File: config.mk
export PLATFORM = sky130hd
export DESIGN_NAME = tone_decoder_flat
export DESIGN_NICKNAME = d
export VERILOG_FILES = /design/src/rtl/tone_pkg.sv /design/src/rtl/tone_decoder_if.sv /design/src/rtl/tone_period_meter.sv /design/src/rtl/tone_decoder.sv /design/src/flat_wrapper.sv
export SDC_FILE = /design/constraint.sdc
export NUM_CORES = 1
export LEC_CHECK = 0
export ABC_AREA = 1
export BUFFER_PORTS_ARGS = -buffer_cell sky130_fd_sc_hd__clkbuf_2
export CAP_MARGIN = 20
export CORE_MARGIN = 10
export CORE_UTILIZATION = 55
export CTS_BUF_LIST = sky130_fd_sc_hd__clkbuf_8
export DETAILED_ROUTE_END_ITERATION = 6
export PLACE_DENSITY = 0.73
export SLEW_MARGIN = 5
export SYNTH_ARGS = -nofsm -noshare
export SYNTH_HDL_FRONTEND = slang
export SYNTH_SLANG_ARGS = --single-unit
File: constraint.sdc
create_clock -name clk -period 6.55 [get_ports clk]
set_input_delay 0 -clock clk [delete_from_list [all_inputs] [get_ports clk]]
set_output_delay 0 -clock clk [all_outputs]
set_load 0.005 [all_outputs]
File: src/rtl/tone_pkg.sv
// rtl/tone_pkg.sv - shared note table, tone widths and decoder state type
package tone_pkg;

  localparam int TN_W        = 11;
  localparam int SPK_CNT_MAX = 2047;

  // Divider presets shared with F_CODE; index 0 is the rest preset.
  localparam logic [TN_W-1:0] NOTE_TN [0:15] = '{
    11'd2047, 11'd773,  11'd912,  11'd1036, 11'd1116, 11'd1197, 11'd1290, 11'd1372,
    11'd1410, 11'd1480, 11'd1542, 11'd1622, 11'd1668, 11'd1728, 11'd1774, 11'd1807
  };

  localparam logic NOTE_H [0:15] = '{
    1'b0, 1'b0, 1'b0, 1'b0, 1'b0, 1'b0, 1'b0, 1'b0,
    1'b1, 1'b1, 1'b1, 1'b1, 1'b1, 1'b1, 1'b1, 1'b1
  };

  typedef enum logic [1:0] {
    ST_IDLE,
    ST_ARMED,
    ST_LOOKUP,
    ST_REPORT
  } state_t;

  function automatic logic [TN_W-1:0] tn_abs_diff(input logic [TN_W-1:0] a,
                                                  input logic [TN_W-1:0] b);
    return (a > b) ? (a - b) : (b - a);
  endfunction

endpackage

File: src/rtl/tone_decoder_if.sv
// rtl/tone_decoder_if.sv - SPKS input and decode result bundle
interface tone_decoder_if;
  import tone_pkg::*;

  logic            spks;
  logic [TN_W-1:0] tn_out;
  logic [3:0]      inx_out;
  logic            h;
  logic            valid;
  logic            lock;
  logic            silent;
  logic            err;
  logic            ovr;

  modport master (output spks,
                  input  tn_out, inx_out, h, valid, lock, silent, err, ovr);
  modport slave  (input  spks,
                  output tn_out, inx_out, h, valid, lock, silent, err, ovr);

endinterface

File: src/rtl/tone_period_meter.sv
// rtl/tone_period_meter.sv - SPKS synchronizer, rising-edge detect and period counter
module tone_period_meter #(
  parameter int CNT_W   = 13,
  parameter int TIMEOUT = 4200
) (
  input  logic             clk,
  input  logic             rst_n,
  input  logic             spks,
  output logic             rise,
  output logic [CNT_W-1:0] period,
  output logic             timeout
);

  logic             s1;
  logic             s2;
  logic             dly;
  logic [CNT_W-1:0] cnt;

  always_ff @(posedge clk or negedge rst_n) begin
    if (!rst_n) begin
      s1  <= 1'b0;
      s2  <= 1'b0;
      dly <= 1'b0;
      cnt <= '0;
    end else begin
      s1  <= spks;
      s2  <= s1;
      dly <= s2;
      if (rise)
        cnt <= '0;
      else if (cnt != CNT_W'(TIMEOUT))
        cnt <= cnt + 1'b1;
    end
  end

  assign rise    = s2 & ~dly;
  assign period  = cnt + 1'b1;
  // One-cycle event on the step into saturation, so a rise after silence is not swallowed.
  assign timeout = (cnt == CNT_W'(TIMEOUT - 1));

endmodule

File: src/rtl/tone_decoder.sv
// rtl/tone_decoder.sv - recovers divider preset, note index and octave from the SPKS period
module tone_decoder
  import tone_pkg::*;
#(
  parameter int CNT_W   = 13,
  parameter int TOL     = 2,
  parameter int LOCK_N  = 3,
  parameter int TIMEOUT = 4200
) (
  input  logic           clk,
  input  logic           rst_n,
  tone_decoder_if.slave  bus
);

  localparam int LC_W = $clog2(LOCK_N + 1);

  logic             rise;
  logic             timeout;
  logic [CNT_W-1:0] period;
  state_t           state;
  logic [TN_W-1:0]  tn_meas;
  logic [TN_W-1:0]  tn_calc;
  logic [3:0]       idx;
  logic [LC_W-1:0]  lock_cnt;
  logic [LC_W-1:0]  lc_next;
  logic             hit;

  tone_period_meter #(
    .CNT_W   (CNT_W),
    .TIMEOUT (TIMEOUT)
  ) u_meter (
    .clk     (clk),
    .rst_n   (rst_n),
    .spks    (bus.spks),
    .rise    (rise),
    .period  (period),
    .timeout (timeout)
  );

  // Full SPKS period is 2*(2048-TN); very short periods decode as the rest preset.
  always_comb begin
    tn_calc = TN_W'(CNT_W'(SPK_CNT_MAX + 1) - (period >> 1));
    if (period <= CNT_W'(3))
      tn_calc = TN_W'(SPK_CNT_MAX);
  end

  assign hit = (tn_abs_diff(tn_meas, NOTE_TN[idx]) <= TN_W'(TOL));

  always_comb begin
    lc_next = LC_W'(1);
    if (idx == bus.inx_out) begin
      if (lock_cnt != LC_W'(LOCK_N))
        lc_next = lock_cnt + 1'b1;
      else
        lc_next = lock_cnt;
    end
  end

  always_ff @(posedge clk or negedge rst_n) begin
    if (!rst_n) begin
      state       <= ST_IDLE;
      tn_meas     <= '0;
      idx         <= '0;
      lock_cnt    <= '0;
      bus.tn_out  <= '0;
      bus.inx_out <= '0;
      bus.h       <= 1'b0;
      bus.valid   <= 1'b0;
      bus.lock    <= 1'b0;
      bus.silent  <= 1'b0;
      bus.err     <= 1'b0;
      bus.ovr     <= 1'b0;
    end else begin
      bus.valid <= 1'b0;
      if (timeout) begin
        bus.silent <= 1'b1;
        bus.lock   <= 1'b0;
        lock_cnt   <= '0;
        state      <= ST_IDLE;
      end else begin
        if (rise && (state == ST_LOOKUP || state == ST_REPORT))
          bus.ovr <= 1'b1;
        case (state)
          ST_IDLE: begin
            if (rise) begin
              bus.silent <= 1'b0;
              state      <= ST_ARMED;
            end
          end
          ST_ARMED: begin
            if (rise) begin
              tn_meas <= tn_calc;
              idx     <= '0;
              state   <= ST_LOOKUP;
            end
          end
          ST_LOOKUP: begin
            // Result registers load on the last lookup cycle so VALID is high in REPORT.
            if (hit) begin
              bus.tn_out  <= tn_meas;
              bus.inx_out <= idx;
              bus.h       <= NOTE_H[idx];
              bus.err     <= 1'b0;
              bus.valid   <= 1'b1;
              lock_cnt    <= lc_next;
              bus.lock    <= (lc_next == LC_W'(LOCK_N));
              state       <= ST_REPORT;
            end else if (idx == 4'd15) begin
              bus.tn_out <= tn_meas;
              bus.err    <= 1'b1;
              bus.valid  <= 1'b1;
              lock_cnt   <= '0;
              bus.lock   <= 1'b0;
              state      <= ST_REPORT;
            end else begin
              idx <= idx + 1'b1;
            end
          end
          ST_REPORT: state <= ST_ARMED;
          default:   state <= ST_IDLE;
        endcase
      end
    end
  end

endmodule

File: src/flat_wrapper.sv
// flat-port wrapper written by rule: the top's interface ports become plain ports
module tone_decoder_flat import tone_pkg::*;
#(
  parameter int CNT_W   = 13,
  parameter int TOL     = 2,
  parameter int LOCK_N  = 3,
  parameter int TIMEOUT = 4200
)
  (clk, rst_n, bus_spks, bus_tn_out, bus_inx_out, bus_h, bus_valid, bus_lock, bus_silent, bus_err, bus_ovr);
  tone_decoder_if bus_i ();
  input  logic clk;
  input  logic rst_n;
  input wire logic [$bits(bus_i.spks)-1:0] bus_spks;
  output wire logic [$bits(bus_i.tn_out)-1:0] bus_tn_out;
  output wire logic [$bits(bus_i.inx_out)-1:0] bus_inx_out;
  output wire logic [$bits(bus_i.h)-1:0] bus_h;
  output wire logic [$bits(bus_i.valid)-1:0] bus_valid;
  output wire logic [$bits(bus_i.lock)-1:0] bus_lock;
  output wire logic [$bits(bus_i.silent)-1:0] bus_silent;
  output wire logic [$bits(bus_i.err)-1:0] bus_err;
  output wire logic [$bits(bus_i.ovr)-1:0] bus_ovr;
  assign bus_i.spks = bus_spks;
  assign bus_tn_out = bus_i.tn_out;
  assign bus_inx_out = bus_i.inx_out;
  assign bus_h = bus_i.h;
  assign bus_valid = bus_i.valid;
  assign bus_lock = bus_i.lock;
  assign bus_silent = bus_i.silent;
  assign bus_err = bus_i.err;
  assign bus_ovr = bus_i.ovr;
  tone_decoder #(.CNT_W(CNT_W), .TOL(TOL), .LOCK_N(LOCK_N), .TIMEOUT(TIMEOUT)) u_core (.clk(clk), .rst_n(rst_n), .bus(bus_i));
endmodule
### After elaboration in Yosys (flattened, before gate mapping)

Memories as Yosys holds them, arrays and structs flattened. A register that Yosys moved wholly into a read port is not among the register bits.
Index checks and enable logic that the tools add are counted.

| operators by class | value |
|---|---|
| add/sub/neg operators | 6 |
| order comparisons | 4 |
| equal/unequal tests | 15 |
| muxes and demuxes | 37 |
| bitwise gates (word level) | 4 |
| reduce and logical (&&, ||, !) cells | 19 |

Operator list:

| kind | number |
|---|---|
| 11-bit 2-to-1 mux | 6 |
| 13-bit 2-to-1 mux | 2 |
| 2-bit 2-to-1 mux | 11 |
| 11-bit subtractor | 2 |
| 13-bit by 1-bit adder with 13-bit output (second input constant) | 1 |
| 13-bit equality test (second input constant) | 1 |
| 13-bit by 2-bit less-or-equal comparator with 1-bit output (second input constant) | 1 |
| 1-bit 2-to-1 mux | 13 |
| 13-bit inequality test (second input constant) | 1 |
| 4-bit 2-to-1 mux | 3 |
| 3-bit AND reduction | 4 |
| 2-bit nonzero test | 6 |
| 11-bit > comparator | 1 |
| 11-bit by 2-bit less-or-equal comparator with 1-bit output (second input constant) | 1 |
| 1-bit by 11-bit subtractor with 11-bit output (first input constant) | 1 |
| 2-bit case mux with 4 select lines | 1 |
| 4-bit case mux with 2 select lines | 1 |
| 2-bit equality test (second input constant) | 3 |
| 2-bit inequality test (second input constant) | 3 |
| 3-bit by 1-bit inequality test with 1-bit output (second input constant) | 2 |
| 2-bit AND reduction | 3 |
| 5-bit >= comparator (second input constant) | 1 |
| 4-bit inverter with 5-bit output | 1 |
| 5-bit AND reduction | 1 |
| other kinds (14) | 15 |

| word-level totals | value |
|---|---|
| bits in registers | 55 |
| bits in read-only memories | 192 |
| bits of input ports | 3 |
| output and inout bits | 21 |
| logic and storage cells | 102 |
| memories kept | 2 |

Memories:

| name | words | width | read ports | clocked after memory_dff | wr ports | line | RTL |
|---|---|---|---|---|---|---|---|
| (name not given) | 16 | 11 | 1 | 0 | 0 | tone_decoder.sv:47 | `assign hit = (tn_abs_diff(tn_meas, NOTE_TN[idx]) <= TN_W'(TOL));` |
| (name not given) | 16 | 1 | 1 | 1 | 0 | tone_decoder.sv:102 | `bus.h <= NOTE_H[idx];` |

### Logic depth before layout (Yosys ltp)

| depth | value |
|---|---|
| depth in word-level cells | 10 |
| gate-level depth with buffers | 26 |
| mapped depth without buffers | 26 |

### By module

A second synthesis with hierarchy kept.

| second synthesis, totals | value |
|---|---|
| cell total of the unflattened synthesis | 659 |
| area total of the unflattened synthesis | 4555.6 µm² |

By module, submodules not included:

| module | instances | cells an instance | area an instance (µm²) | seq. area each (µm²) |
|---|---|---|---|---|
| tone_decoder | 1 | 535 | 3631.0 | 975.9 |
| tone_period_meter | 1 | 124 | 924.6 | 400.4 |

### Worst setup path before layout

Ideal clock, no wire load.

| timing path | value |
|---|---|
| path kind | register -> register |
| from | reg u_core.idx[0] |
| to | reg u_core.bus.tn_out[1] |
| library setup time | 0.121 ns |
| arrival | 3.036 ns |
| data required time | 6.429 ns |
| setup slack | 3.393 ns |
| stages on the path, launching flop included | 22 |
| buffers on the path | 1 |
| period minus slack after synthesis | 3.157 ns |
| path through | dfrtp_1 > inv_1 > ha_1 > nand2_1 > inv_1 > o32ai_1 > ha_1 > nand2_1 > inv_1 > a21oi_1 > nand2_1 > nand2_1 > nand2_1 > nor2_1 > nand3_1 > nand2_1 > nand2_1 > o21bai_2 > nand3_2 > buf_6 > nand2_1 > o21ai_2 |

| between the ends | value |
|---|---|
| cells in the longest elaborated chain, start to end | 9 |
| elaborated cells on any way between the ends | 13 |
| classes of those cells | 2 x add/sub; 2 x order compare; 1 x eq/ne; 4 x mux; 1 x bitwise; 2 x reduce/logical; 1 x memory |

Ends and longest elaborated chain:

| element | line | RTL |
|---|---|---|
| start, declared | tone_decoder.sv:23 | `logic [3:0] idx;` |
| start signal, assigned | tone_decoder.sv:116 | `idx <= idx + 1'b1;` |
| 4-bit inverter with 5-bit output (not written as such) | tone_decoder.sv:47 |  |
| memory read 16 x 11 bit | n/a |  |
| 11-bit 2-to-1 mux (not written as such) (2 in a row) | tone_decoder.sv:47 |  |
| 11-bit subtractor / 11-bit > comparator (equally long branches) | tone_pkg.sv:27 | `return (a > b) ? (a - b) : (b - a);` |
| 11-bit 2-to-1 mux | tone_pkg.sv:27 |  |
| 11-bit by 2-bit less-or-equal comparator with 1-bit output | tone_decoder.sv:47 |  |
| 2-bit nonzero test (no source line) | n/a |  |
| 3-bit AND reduction (no source line) | n/a |  |
| end signal, assigned | tone_decoder.sv:100 | `bus.tn_out <= tn_meas;` |
| end signal, assigned | tone_decoder.sv:109 | `bus.tn_out <= tn_meas;` |
| end, declared | tone_decoder_if.sv:18 | `output tn_out, inx_out, h, valid, lock, silent, err, ovr);` |

Several ways; a longest one is shown, not always the timed one. The select of a mux whose other input is x is not followed.
A chain may end at the register's enable or synchronous reset.

### Final worst setup path

| timing path | value |
|---|---|
| from | reg u_core.idx[0] |
| to | reg u_core.bus.err |

| between the ends | value |
|---|---|
| cells in the longest elaborated chain, start to end | 9 |
| elaborated cells on any way between the ends | 13 |
| classes of those cells | 2 x add/sub; 2 x order compare; 1 x eq/ne; 4 x mux; 1 x bitwise; 2 x reduce/logical; 1 x memory |

Ends and longest elaborated chain:

| element | line | RTL |
|---|---|---|
| 4-bit inverter with 5-bit output (not written as such) | tone_decoder.sv:47 |  |
| memory read 16 x 11 bit | n/a |  |
| 11-bit 2-to-1 mux (not written as such) (2 in a row) | tone_decoder.sv:47 |  |
| 11-bit subtractor / 11-bit > comparator (equally long branches) | tone_pkg.sv:27 |  |
| 11-bit 2-to-1 mux | tone_pkg.sv:27 |  |
| 11-bit by 2-bit less-or-equal comparator with 1-bit output | tone_decoder.sv:47 |  |
| 2-bit nonzero test (no source line) | n/a |  |
| 3-bit AND reduction (no source line) | n/a |  |
| end signal, assigned | tone_decoder.sv:71 | `bus.err <= 1'b0;` |
| end signal, assigned | tone_decoder.sv:103 | `bus.err <= 1'b0;` |
| end signal, assigned | tone_decoder.sv:110 | `bus.err <= 1'b1;` |
| end, declared | tone_decoder_if.sv:18 |  |

Several ways; a longest one is shown, not always the timed one. The select of a mux whose other input is x is not followed.

==> results.env <==
TIGHTEST_SLEW_PS=914.1
CRIT_PATH_MAX_INCR_DELAY_PS=570
TIMING.CRITICAL_PATH.CELLS='inv_1 -> ha_1 -> nand2_1 -> inv_1 -> o32ai_1 -> ha_1 -> nand2_1 -> inv_1 -> a21oi_1 -> nand2_1 -> nand2_1 -> nand3_1 -> nand2_1 -> nand2_1 -> nand2_1 -> nand3_1 -> o21bai_2 -> nand3_2 -> a21boi_0'
CTSLONGESTPATHBUFFERS=2
FIRST_PASS_GRT_WIRE_LENGTH_UM=16870
CRITPATHMOSTFREQUENTCELL='sky130_fd_sc_hd__nand2_1'
DESIGN.DIE.AREA_SQ_MM=0.01194
CP_DATA_ARRIVAL_TIME_PS=4500
YS_SEQ_AREA_SHARE_PCT=31.41
SYNTH.MOST_COMMON_CELL='sky130_fd_sc_hd__nand2_1'
MIN_TCLK_POST_ROUTE_PS=4270
HOLD_PATH_CLASS='in -> reg'
GRT_MAX_DEGREE=56
CP.BUFFERS_INVERTERS=3
GRT_PASS1_VIAS=3575
CRITICAL_PATH.SLOWEST_CELL='sky130_fd_sc_hd__dfrtp_1'
TOP_LEVEL_PORTS=24
FINAL.FILL_COUNT=714
POST-ROUTE-WORST-SETUP-SLACK_PS=2280
SYNTH_TOP_CELLS_BY_COUNT='sky130_fd_sc_hd__nand2_1 (171), sky130_fd_sc_hd__inv_1 (106), sky130_fd_sc_hd__dfrtp_1 (55)'
FINALWIRELENGTH_UM=10340
POSTROUTEANTENNANETS=0
CLK_PIN_SLEW_WORST_PATHS_PS=110
FLOORPLAN_DIE_WIDTH_UM=109.3
INITIAL_CORE_UTIL_PCT=56.70
CORE.ROWCOUNT=32
ROUTE.VIAS.TOTAL=3843
OUTCOME='finished clean'
DETAILEDPLACEMENTHPWL_UM=8337
PLACE.GP.CONGESTION=0.9846
DRIVE_GT1_SHARE_PCT=10.20
NETLIST_AREA_SQ_MM=0.004382
CORE_AREA_SQ_MM=0.007727
DETAIL_ROUTE.DRC_VIOLATIONS=0
YOSYS.AREA.TOP_TYPE_SHARE_PCT=31.41
GRT_OVERFLOW_TOTAL=0
SYNTH.FF_LATCH_COUNT=55
WORSTSETUPSTARTPOINTTYPE='register'
CLOCK_SINKS=55
GROUTE.USAGE.OVERALL_PCT=17.57
DRV.MAX_CAP_VIOLATION_COUNT=0
CRITICAL_PATH.TOP_DELAY_FAMILY='simple AND/OR/NAND/NOR gates'
TIMING.FINAL.HOLD_VIOLATIONS=0
YOSYS_MOST_USED_DFF='sky130_fd_sc_hd__dfrtp_1'
ANTENNA_CELLS=0
CHIPHEIGHT_UM=109.3
INITIALDRTVIOLATIONCOUNT=208
TIMING.FINAL.SETUP_VIOLATIONS=0
YS_WARN_COUNT=0
INSERTED_CLOCK_BUFFERS=5
SYNTHCELLS=614
TOTAL_NEG_SETUP_SLACK_PS=0
NETLIST_TOP_CELLS_AREA='sky130_fd_sc_hd__dfrtp_1 (31%), sky130_fd_sc_hd__nand2_1 (15%), sky130_fd_sc_hd__ha_1 (11%)'
WORSTPATHREQUIRED_PS=6780
ENDPOINT_KIND='register'
VIAS_PER_CELL=5.200
YOSYSTOPAREACELL='sky130_fd_sc_hd__dfrtp_1'
CTS.HTREE.LEVELS=2
SYN_TO_FINAL_GROWTH_PCT=6.511
CLOCK_SKEW_PS=11.87
MAX_FREQ_MHz=234.2
TRITONCTS='done'
SYNTH_EDF_COUNT=0
POST-CTS-SETUP-BUFFERS=0
IO_BUFFER_COUNT=23
POSTSYNTH.ASYNCRESETSHARE_PCT=100.0
FIRSTDRTPASSITERS=5
CLK_ROOT_BUFFER_CELL='sky130_fd_sc_hd__clkbuf_8'
CLK_LATENCY_PS=310
FIN_CRIT_SH_PCT=65.19
REPORT.FINAL.SLEW_VIOL_COUNT=0
RELSLEWSLACK_PCT=38.26
POST-PLACE-WS_PS=2260
NETS=679
WORSTPATHMAXFANOUT=23
POST_SYNTH.CELL_AREA_AVG_SQ_UM=7.136
FINAL_UTIL_PCT=60.40
WL_PER_CELL_UM=13.99
GRT_ANTENNA_BEFORE_REPAIR=0
SYNTHDISTINCTLIBCELLS=42
SYNTH.NET_COUNT=657
CRITICALPATHCATEGORY='reg -> reg'
RSZ0062_AT_GRT='no'
state kept, by name, summed over array words and instances, names as in the netlist, 2 cells and up:
name                count
u_core.bus.inx_out      3
u_core.bus.tn_out      11
u_core.idx              4
u_core.lock_cnt         2
u_core.state            2
u_core.tn_meas         11
u_core.u_meter.cnt     13
cells by family after synthesis:
logic type      count (synthesis)  share of synthesized area (%)
simple gates                  301                          30.04
buf+inv                       121                          11.11
compound gates                 74                          11.08
flops                          55                          31.41
fa+ha+maj                      40                          11.76
xor+xnor                       23                          4.597
placed cells by master (no fill, tap or decap), drive strengths merged:
master	Yosys	layout
nor4	2	2
a21oi	16	16
fa	2	2
o21ai	26	26
o31ai	1	1
nor3	8	8
dfrtp	55	55
clkbuf	4	28
a22oi	10	10
o32ai	1	1
xnor2	7	7
ha	38	38
nand3b	3	3
inv	109	111
nand4	10	10
a31oi	4	4
xor2	16	16
o21a	2	2
buf	7	1
o21bai	6	6
a211oi	1	1
a41oi	1	1
nor2	54	54
a21boi	1	1
o22ai	3	3
nand3	43	43
clkinvlp	0	1
dlygate4sd3	0	2
nand2	181	181
o211ai	2	2
clkinv	1	1
layout make-up:
class / count / area, sq um / share of cell area (%)
multi-input combinational: 438 / 2519 / 53.97
sequential: 55 / 1376 / 29.49
inverter: 110 / 412.9 / 8.847
timing repair buffer: 26 / 142.6 / 3.056
tap: 102 / 127.6 / 2.735
clock buffer: 5 / 68.82 / 1.475
clock inverter: 3 / 20.02 / 0.4290
worst reg2reg max path: stages, from the launching register on:
cell	delay, ps
sky130_fd_sc_hd__dfrtp_1	570
sky130_fd_sc_hd__inv_1	180
sky130_fd_sc_hd__ha_1	370
sky130_fd_sc_hd__nand2_1	80
sky130_fd_sc_hd__inv_1	70
sky130_fd_sc_hd__o32ai_1	460
sky130_fd_sc_hd__ha_1	430
sky130_fd_sc_hd__nand2_1	150
sky130_fd_sc_hd__inv_1	80
sky130_fd_sc_hd__a21oi_1	200
sky130_fd_sc_hd__nand2_1	120
sky130_fd_sc_hd__nand2_1	100
sky130_fd_sc_hd__nand3_1	70
sky130_fd_sc_hd__nand2_1	90
sky130_fd_sc_hd__nand2_1	60
sky130_fd_sc_hd__nand2_1	80
sky130_fd_sc_hd__nand3_1	80
sky130_fd_sc_hd__o21bai_2	170
sky130_fd_sc_hd__nand3_2	470
sky130_fd_sc_hd__a21boi_0	370
worst paths after layout:
check	startpoint	end	slack, ps	depth (start not counted)
worst min-delay path	bus_spks	u_core.u_meter.s1	330	2
worst min register to register	u_core.u_meter.s1	u_core.u_meter.s2	360	0
worst max register to register	u_core.idx[0]	u_core.bus.err	2280	19
max in group asynchronous	rst_n	u_core.bus.tn_out[5]	5750	3
worst max-delay path	u_core.idx[0]	u_core.bus.err	2280	19
min in group asynchronous	rst_n	u_core.bus.h	350	3
per-layer routing:
layer | wire, um | global-route usage, % | vias up
li1 | - | - | 1976
met4 | 227 | 5.204 | 0
met2 | 4935 | 29.48 | 84
met3 | 422 | 3.009 | 20
met1 | 4755 | 22.68 | 1763
met5 | 0 | 0 | -
timing repair:
item / in CTS / in global routing
hold endpoints to repair: 56 / 0
hold buffers: 2 / 0
setup endpoints to repair: 0 / 0
resized for setup: 0 / 0
per-stage QoR:
step / hold WS, ps / instance area (sq um) / cells
2_1_floorplan: -295.6 / 4382 / 614
3_3_place_gp: 112.9 / 4558 / 729
3_5_place_dp: 111.0 / 4558 / 729
4_1_cts: 323.6 / 4667 / 739
5_1_grt: 336.5 / 4667 / 739
6_report: 328.4 / 4667 / 739
Power is left out: the tool's default activity adds up to more than one toggle a clock period on the data nets, which glitch-free logic cannot reach.
